**config.mk**
```make
export PLATFORM = sky130hd
export DESIGN_NAME = mips_mc_controller_flat
export DESIGN_NICKNAME = d
export VERILOG_FILES = /design/src/rtl/mips_ctrl_pkg.sv /design/src/rtl/mips_mc_controller_if.sv /design/src/rtl/mips_alu_dec.sv /design/src/rtl/mips_mc_controller.sv /design/src/flat_wrapper.sv
export SDC_FILE = /design/constraint.sdc
export NUM_CORES = 1
export LEC_CHECK = 0
export ABC_AREA = 0
export CAP_MARGIN = 20
export CORE_ASPECT_RATIO = 1.25
export CORE_MARGIN = 1
export CORE_UTILIZATION = 25
export CTS_BUF_LIST = sky130_fd_sc_hd__clkbuf_4
export DETAILED_ROUTE_END_ITERATION = 8
export DONT_BUFFER_PORTS = 1
export GPL_TIMING_DRIVEN = 0
export HOLD_SLACK_MARGIN = 0.15
export SLEW_MARGIN = 10
export SYNTH_ARGS = -nofsm -noshare
export SYNTH_HDL_FRONTEND = slang
export SYNTH_SLANG_ARGS = --single-unit
```
**constraint.sdc**
```tcl
create_clock -name clk -period 2 [get_ports clk]
set_clock_uncertainty 0.15 [all_clocks]
set_input_delay 0.3 -clock clk [delete_from_list [all_inputs] [get_ports clk]]
set_output_delay 0.3 -clock clk [all_outputs]
set_load 0.01 [all_outputs]
```
**src/rtl/mips_ctrl_pkg.sv**
```systemverilog
// Shared encodings for the multicycle MIPS control unit:
// opcodes, functs, ALU operations and FSM states.
package mips_ctrl_pkg;

  localparam logic [5:0] OP_RTYPE = 6'b000000;
  localparam logic [5:0] OP_LW    = 6'b100011;
  localparam logic [5:0] OP_SW    = 6'b101011;
  localparam logic [5:0] OP_BEQ   = 6'b000100;
  localparam logic [5:0] OP_BNE   = 6'b000101;
  localparam logic [5:0] OP_ADDI  = 6'b001000;
  localparam logic [5:0] OP_SLTI  = 6'b001010;
  localparam logic [5:0] OP_J     = 6'b000010;

  localparam logic [5:0] F_ADD = 6'b100000;
  localparam logic [5:0] F_SUB = 6'b100010;
  localparam logic [5:0] F_AND = 6'b100100;
  localparam logic [5:0] F_OR  = 6'b100101;
  localparam logic [5:0] F_SLT = 6'b101010;

  localparam logic [2:0] ALU_AND = 3'd0;
  localparam logic [2:0] ALU_OR  = 3'd1;
  localparam logic [2:0] ALU_ADD = 3'd2;
  localparam logic [2:0] ALU_SUB = 3'd6;
  localparam logic [2:0] ALU_SLT = 3'd7;

  typedef enum logic [3:0] {
    S_RST, S_FETCH, S_DECODE,
    S_MEMADR, S_MEMRD, S_MEMWB, S_MEMWR,
    S_REX, S_RWB, S_BR,
    S_IEX, S_IWB, S_JMP
  } state_e;

  typedef enum logic [1:0] {
    CLS_ADD, CLS_SUB, CLS_FUNCT, CLS_IMM
  } alu_cls_e;

endpackage

```
**src/rtl/mips_mc_controller_if.sv**
```systemverilog
// Controller <-> datapath bundle: instruction fields and
// zero flag in, enables/selects/ALU op out.
interface mips_mc_controller_if;
  logic [5:0] op;
  logic [5:0] funct;
  logic       zero;
  logic       pcen;
  logic       iord;
  logic       memwrite;
  logic       irwrite;
  logic       regdst;
  logic       memtoreg;
  logic       regwrite;
  logic       alusrca;
  logic [1:0] alusrcb;
  logic [1:0] pcsrc;
  logic [2:0] alucontrol;
  logic       illegal;

  modport ctrl (
    input  op, funct, zero,
    output pcen, iord, memwrite, irwrite,
    output regdst, memtoreg, regwrite,
    output alusrca, alusrcb, pcsrc,
    output alucontrol, illegal
  );

  modport dp (
    output op, funct, zero,
    input  pcen, iord, memwrite, irwrite,
    input  regdst, memtoreg, regwrite,
    input  alusrca, alusrcb, pcsrc,
    input  alucontrol, illegal
  );
endinterface

```
**src/rtl/mips_alu_dec.sv**
```systemverilog
// ALU operation decoder: the FSM picks a class, this maps
// class + op + funct to alucontrol and flags legal functs.
module mips_alu_dec
  import mips_ctrl_pkg::*;
(
  input  alu_cls_e   cls,
  input  logic [5:0] op,
  input  logic [5:0] funct,
  output logic [2:0] alucontrol,
  output logic       funct_valid
);

  always_comb begin
    alucontrol  = ALU_ADD;
    funct_valid = 1'b0;
    unique case (cls)
      CLS_ADD: alucontrol = ALU_ADD;
      CLS_SUB: alucontrol = ALU_SUB;
      CLS_IMM: begin
        if (op == OP_SLTI) alucontrol = ALU_SLT;
      end
      CLS_FUNCT: begin
        funct_valid = 1'b1;
        unique case (1'b1)
          (funct == F_ADD): alucontrol = ALU_ADD;
          (funct == F_SUB): alucontrol = ALU_SUB;
          (funct == F_AND): alucontrol = ALU_AND;
          (funct == F_OR):  alucontrol = ALU_OR;
          (funct == F_SLT): alucontrol = ALU_SLT;
          default:          funct_valid = 1'b0;
        endcase
      end
      default: alucontrol = ALU_ADD;
    endcase
  end

endmodule

```
**src/rtl/mips_mc_controller.sv**
```systemverilog
// Multicycle MIPS control FSM: Moore outputs per state,
// pcen additionally folds in the branch zero test.
module mips_mc_controller
  import mips_ctrl_pkg::*;
(
  input  logic               clk,
  input  logic               reset_n,
  mips_mc_controller_if.ctrl bus
);

  state_e     state_q, state_d;
  alu_cls_e   alu_cls;
  logic       funct_valid;
  logic [2:0] alucontrol;
  logic       pcwrite, branch, bne_sel;
  logic       iord, memwrite, irwrite;
  logic       regdst, memtoreg, regwrite;
  logic       alusrca, illegal;
  logic [1:0] alusrcb, pcsrc;

  mips_alu_dec u_alu_dec (
    .cls         (alu_cls),
    .op          (bus.op),
    .funct       (bus.funct),
    .alucontrol  (alucontrol),
    .funct_valid (funct_valid)
  );

  always_ff @(posedge clk) begin
    if (!reset_n) state_q <= S_RST;
    else          state_q <= state_d;
  end

  always_comb begin
    state_d  = state_q;
    alu_cls  = CLS_ADD;
    pcwrite  = 1'b0;
    branch   = 1'b0;
    bne_sel  = 1'b0;
    iord     = 1'b0;
    memwrite = 1'b0;
    irwrite  = 1'b0;
    regdst   = 1'b0;
    memtoreg = 1'b0;
    regwrite = 1'b0;
    alusrca  = 1'b0;
    alusrcb  = 2'd0;
    pcsrc    = 2'd0;
    illegal  = 1'b0;
    unique case (state_q)
      S_RST: state_d = S_FETCH;
      S_FETCH: begin
        irwrite = 1'b1;
        alusrcb = 2'd1;
        pcwrite = 1'b1;
        state_d = S_DECODE;
      end
      S_DECODE: begin
        alusrcb = 2'd3;
        unique case (1'b1)
          (bus.op == OP_LW),
          (bus.op == OP_SW):   state_d = S_MEMADR;
          (bus.op == OP_RTYPE): state_d = S_REX;
          (bus.op == OP_BEQ),
          (bus.op == OP_BNE):  state_d = S_BR;
          (bus.op == OP_ADDI),
          (bus.op == OP_SLTI): state_d = S_IEX;
          (bus.op == OP_J):    state_d = S_JMP;
          default: begin
            illegal = 1'b1;
            state_d = S_FETCH;
          end
        endcase
      end
      S_MEMADR: begin
        alusrca = 1'b1;
        alusrcb = 2'd2;
        state_d = (bus.op == OP_LW) ? S_MEMRD : S_MEMWR;
      end
      S_MEMRD: begin
        iord    = 1'b1;
        state_d = S_MEMWB;
      end
      S_MEMWB: begin
        memtoreg = 1'b1;
        regwrite = 1'b1;
        state_d  = S_FETCH;
      end
      S_MEMWR: begin
        iord     = 1'b1;
        memwrite = 1'b1;
        state_d  = S_FETCH;
      end
      S_REX: begin
        alusrca = 1'b1;
        alu_cls = CLS_FUNCT;
        // Bad funct aborts before writeback
        if (funct_valid) begin
          state_d = S_RWB;
        end else begin
          illegal = 1'b1;
          state_d = S_FETCH;
        end
      end
      S_RWB: begin
        regdst   = 1'b1;
        regwrite = 1'b1;
        state_d  = S_FETCH;
      end
      S_BR: begin
        alusrca = 1'b1;
        alu_cls = CLS_SUB;
        pcsrc   = 2'd1;
        branch  = 1'b1;
        bne_sel = (bus.op == OP_BNE);
        state_d = S_FETCH;
      end
      S_IEX: begin
        alusrca = 1'b1;
        alusrcb = 2'd2;
        alu_cls = CLS_IMM;
        state_d = S_IWB;
      end
      S_IWB: begin
        regwrite = 1'b1;
        state_d  = S_FETCH;
      end
      S_JMP: begin
        pcsrc   = 2'd2;
        pcwrite = 1'b1;
        state_d = S_FETCH;
      end
      default: state_d = S_RST;
    endcase
  end

  assign bus.pcen       = pcwrite | (branch & (bus.zero ^ bne_sel));
  assign bus.iord       = iord;
  assign bus.memwrite   = memwrite;
  assign bus.irwrite    = irwrite;
  assign bus.regdst     = regdst;
  assign bus.memtoreg   = memtoreg;
  assign bus.regwrite   = regwrite;
  assign bus.alusrca    = alusrca;
  assign bus.alusrcb    = alusrcb;
  assign bus.pcsrc      = pcsrc;
  assign bus.alucontrol = alucontrol;
  assign bus.illegal    = illegal;

endmodule

```
**src/flat_wrapper.sv**
```systemverilog
// flat-port wrapper written by rule: the top's interface ports become plain ports
module mips_mc_controller_flat import mips_ctrl_pkg::*;
  (clk, reset_n, bus_op, bus_funct, bus_zero, bus_pcen, bus_iord, bus_memwrite, bus_irwrite, bus_regdst, bus_memtoreg, bus_regwrite, bus_alusrca, bus_alusrcb, bus_pcsrc, bus_alucontrol, bus_illegal);
  mips_mc_controller_if bus_i ();
  input  logic clk;
  input  logic reset_n;
  input wire logic [$bits(bus_i.op)-1:0] bus_op;
  input wire logic [$bits(bus_i.funct)-1:0] bus_funct;
  input wire logic [$bits(bus_i.zero)-1:0] bus_zero;
  output wire logic [$bits(bus_i.pcen)-1:0] bus_pcen;
  output wire logic [$bits(bus_i.iord)-1:0] bus_iord;
  output wire logic [$bits(bus_i.memwrite)-1:0] bus_memwrite;
  output wire logic [$bits(bus_i.irwrite)-1:0] bus_irwrite;
  output wire logic [$bits(bus_i.regdst)-1:0] bus_regdst;
  output wire logic [$bits(bus_i.memtoreg)-1:0] bus_memtoreg;
  output wire logic [$bits(bus_i.regwrite)-1:0] bus_regwrite;
  output wire logic [$bits(bus_i.alusrca)-1:0] bus_alusrca;
  output wire logic [$bits(bus_i.alusrcb)-1:0] bus_alusrcb;
  output wire logic [$bits(bus_i.pcsrc)-1:0] bus_pcsrc;
  output wire logic [$bits(bus_i.alucontrol)-1:0] bus_alucontrol;
  output wire logic [$bits(bus_i.illegal)-1:0] bus_illegal;
  assign bus_i.op = bus_op;
  assign bus_i.funct = bus_funct;
  assign bus_i.zero = bus_zero;
  assign bus_pcen = bus_i.pcen;
  assign bus_iord = bus_i.iord;
  assign bus_memwrite = bus_i.memwrite;
  assign bus_irwrite = bus_i.irwrite;
  assign bus_regdst = bus_i.regdst;
  assign bus_memtoreg = bus_i.memtoreg;
  assign bus_regwrite = bus_i.regwrite;
  assign bus_alusrca = bus_i.alusrca;
  assign bus_alusrcb = bus_i.alusrcb;
  assign bus_pcsrc = bus_i.pcsrc;
  assign bus_alucontrol = bus_i.alucontrol;
  assign bus_illegal = bus_i.illegal;
  mips_mc_controller u_core (.clk(clk), .reset_n(reset_n), .bus(bus_i));
endmodule
```
Yosys cells after proc, flatten, opt, wreduce, memory -nomap -nowiden. Index checks and enable logic that the tools add are counted.

Register bits after elaboration: 4. Bits of input ports: 15. Output and inout bits: 16. Logic and storage cells: 70.

Muxes and demuxes: 25. Reductions and logical operators: 14. Bitwise logic cells: 3. Equal/unequal tests: 27.

Operators by type and width (count): == test 6 bit (second input constant) (7); one-hot mux 4 bit (7 select lines) (1); one-hot mux 3 bit (4 select lines) (2); == test 4 bit (second input constant) (5); one-hot mux 4 bit (5 select lines) (1); == test 4 x 3 -> 1 bit (second input constant) (4); two-way mux 1 bit (14); == test 6 x 3 -> 1 bit (second input constant) (2); == test 6 x 4 -> 1 bit (second input constant) (2); one-hot mux 2 bit (3 select lines) (2); OR reduction 2 bit (6); == test 4 x 2 -> 1 bit (second input constant) (2); OR reduction 8 bit (1); OR reduction 7 bit (1); == test 6 x 2 -> 1 bit (second input constant) (1); zero test 6 bit (1); OR reduction 5 bit (1); == test 2 bit (second input constant) (2); == test 4 x 1 -> 1 bit (second input constant) (1); zero test 4 bit (1); two-way mux 4 bit (1); one-hot mux 2 bit (2 select lines) (1); OR reduction 4 bit (1); two-way mux 3 bit (1); 8 further kinds (8).

Logic depth before layout (Yosys ltp).
Word-level depth: 6. Gate-level depth with buffers: 5. Gate-level depth less buffers: 4.

Modules after synthesis. A second synthesis with hierarchy kept.

Cells, all modules: 95. Area, all modules: 675.6 sq um.

Modules (own cells, without submodules): mips_mc_controller (area each 538.0 sq um, seq. area each 80.1 sq um, instances 1, cells an instance 80); mips_alu_dec (area each 137.6 sq um, seq. area each 0.0 sq um, instances 1, cells an instance 15).

Worst setup path after synthesis. No wires, ideal clock.

Kind: input to output. Start: input port bus_op[0]. End: output port bus_alucontrol[0]. Path buffers: 0. Slack: 0.069 ns. Stages on the path: 3. Required time: 1.550 ns. Data arrival time: 1.481 ns. Path through: or4_4 -> or3_1 -> o21ai_0.

Longest elaborated chain between the ends: 3.

Ends and longest elaborated chain: from (decl) (RTL line flat_wrapper.sv:7) `input wire logic [$bits(bus_i.op)-1:0] bus_op;`; == test 6 x 4 -> 1 bit (RTL line mips_alu_dec.sv:20) `if (op == OP_SLTI) alucontrol = ALU_SLT;`; two-way mux 3 bit (RTL line mips_alu_dec.sv:20); one-hot mux 3 bit (4 select lines) (RTL line mips_alu_dec.sv:16) `unique case (cls)`; to (decl) (RTL line flat_wrapper.sv:20) `output wire logic [$bits(bus_i.alucontrol)-1:0] bus_alucontrol;`.

Every way passes these cells.

Worst setup path in the final report.
Start: input port bus_op[0]. End: output port bus_alucontrol[2].

The elaborated chain is that of the path after synthesis.

==> results.json <==
{
  "clockBufferDepth": 2,
  "track_usage": 0.1463,
  "via_count": 701,
  "syn_nets": 106,
  "r2r_start": "u_core.state_q[3]",
  "die_w_um": 44.45,
  "nFillCells": 227,
  "wire_per_inst_um": 13.49,
  "final_area_sq_um": 686.9,
  "drive_above_1_share": 0.1959,
  "clkLatencyLatePin_ns": 0.24,
  "hp-class": "in2reg",
  "finalPower_w": 0.0002873,
  "whs_ns": 0.1521,
  "endpoint_kind": "output port",
  "place_congestion": 0.8158,
  "post_cts_buffers": 0,
  "core_sq_mm": 0.002049,
  "drcViolationCount": 0,
  "regArea_sq_um": 81.33,
  "ff2ff_path_depth": 4,
  "synth_top_area_share": 0.1422,
  "rows": 18,
  "cts-buffers-inserted": 3,
  "synthToLayoutAreaGrowth_pct": 22.00,
  "final_cells": 127,
  "crit_family": "simple AND/OR/NAND/NOR gates",
  "cp.depth": 4,
  "startpoint_type": "primary input",
  "drt_iter0_drc": 17,
  "critPathMaxFanout": 7,
  "grt_overflow_total": 0,
  "drtPass1Iterations": 4,
  "synthesis.area_sq_um": 563.0,
  "yosysWarnings": 0,
  "syn_area_per_cell_sq_um": 6.187,
  "tightest_slew_ns": 0.4093,
  "place_area_sq_um": 600.6,
  "grt_first_pass_wirelength_mm": 2.622,
  "crit_path_top_delay_cell": "or4_4",
  "dp_hpwl_mm": 1.300,
  "ys_types": 30,
  "multi_input_area_sq_um": 481.7,
  "cap_violations": 0,
  "reg.largest.list": "u_core.state_q: 4 flops",
  "die_height_um": 55.06,
  "portBuffers": 0,
  "crit_chain": "or4_4 > or3_4 > a21oi_2 > a31o_2",
  "place_inst": 121,
  "setup_viol_count_final": 0,
  "synth_area_leader_cell": "dfxtp_1",
  "synth_area_leaders": "dfxtp_1 14%, nand2b_1 11%, o21ai_0 8.9%",
  "antenna_cells": 0,
  "viasPerCell": 5.520,
  "finalSetupTns_ns": 0,
  "cts.sinks": 4,
  "largest_reg_flops": 4,
  "synth_seq_cells": 4,
  "hold_viol": 0,
  "yosysSeqAreaShare": 0.1422,
  "ant_nets": 0,
  "cellLeakagePower_nw": 0.2471,
  "h-tree-depth": 1,
  "required_ns": 1.55,
  "largest_register": "u_core.state_q",
  "status": "completed",
  "critPathCapture": "bus_alucontrol[2]",
  "start_util": 0.2747,
  "wl_mm": 1.713,
  "cts_root_buf": "clkbuf_4",
  "path_clk_slew_ns": 0.04,
  "r2r_setup_slack_ns": 0.55,
  "min_period_ns": 1.962,
  "drv_slew": 0,
  "slew_headroom": 0.7250,
  "cp-startpoint": "bus_op[0]",
  "path_buf_inv": 0,
  "critPathKind": "in2out",
  "slowest_delay_ns": 0.54,
  "r2r_end": "u_core.state_q[1]",
  "p_per_area_mw_per_mm2": 418.2,
  "cts_tree": "yes",
  "grt_pass1_vias": 606,
  "arrival_ns": 1.51,
  "antenna_found_initial": 0,
  "synth_cells": 91,
  "ir_drop_uv": 150.5,
  "grt_max_degree": 11,
  "die-area_sq_mm": 0.002447,
  "finalCritPeriodShare": 0.9809,
  "fin_nets": 114,
  "max_freq_ghz": 0.5097,
  "io_pins": 31
}
## synth_stat cells, drive strengths merged
cell type / n
nor3: 6
o31ai: 1
mux2: 2
o211ai: 1
nand3b: 1
nand2b: 10
nand4b: 1
a21boi: 1
nand4: 1
a32o: 1
o32a: 1
or4: 1
mux2i: 1
dfxtp: 4
a31o: 1
nor2: 13
o21ai: 10
nor2b: 1
inv: 5
or3: 1
nand3: 3
or2: 1
a31oi: 3
nor3b: 1
clkbuf: 3
a21oi: 4
nand2: 9
xor2: 1
o41ai: 1
o22ai: 2
## area by class of cell
class                   count  share of cell area
plain buffers               3             0.02186
clock buffers               3             0.03279
inverters                   5             0.02732
multi-input cells          79              0.7013
flip-flops and latches      4              0.1184
well taps                  30             0.05464
repair buffers              3             0.04372
## through the flow
stage	utilization	setup slack [ns]
2_1_floorplan	-	0.06852
3_3_place_gp	0.2930	-0.01433
3_5_place_dp	0.2930	-0.02109
4_1_cts	0.3199	0.005434
5_1_grt	0.3352	-0.01203
6_report	0.3352	0.03824
## power by group
part / switching (W) / internal, W / leakage, nW
Sequential: 0.00000527 / 0.0000855 / 0.0332
Combinational: 0.0000572 / 0.0000398 / 0.200
Clock: 0.0000325 / 0.0000670 / 0.0138
Total: 0.0000950 / 0.000192 / 0.247
## metal layers
layer	wire length (um)	global-route usage
met1	665	0.1705
met2	892	0.2525
met3	114	0.01948
met4	40	0.09091
met5	0	0
## placed cells by master, fill, tap and decap left out, types with 5 or more instances in the layout
cell type  netlist  layout
nor2_1          13      13
o21ai_0         10       8
inv_1            5       5
nand2b_1        10       8
nand2_1          9       9
## worst register-to-register path: cells and delay by family, from the launching register on
family                 cells  cell delay [ns]
AOI/OAI and AO/OA          2             0.45
buffers and inverters      1             0.25
and+or+nand+nor            1             0.09
DFF                        1             0.37
## kinds of logic after synthesis
group | synth area share
flip-flops | 0.1422
AND/OR/NAND/NOR | 0.4445
XOR/XNOR | 0.01556
multiplexers | 0.05778
AO/OA/AOI/OAI | 0.2867
buffers and inverters | 0.05334
## timing repair
action,CTS,global route
gates cloned,0,0
resized for setup,4,12
hold endpoints to repair,3,0
setup endpoints to repair,4,8
hold buffers,3,0
## worst min path at each step
stage | start | end | slack (ns) | cells past startpoint
final | reset_n | u_core.state_q[0] | 0.15 | 2
after CTS | reset_n | u_core.state_q[0] | 0.15 | 2
after floorplan | reset_n | u_core.state_q[2] | 0.28 | 2
after global placement | reset_n | u_core.state_q[2] | 0.29 | 2
after global routing | bus_funct[2] | u_core.state_q[3] | 0.16 | 2
after detailed placement | reset_n | u_core.state_q[2] | 0.29 | 2
Power figures use the tool's default switching activity.
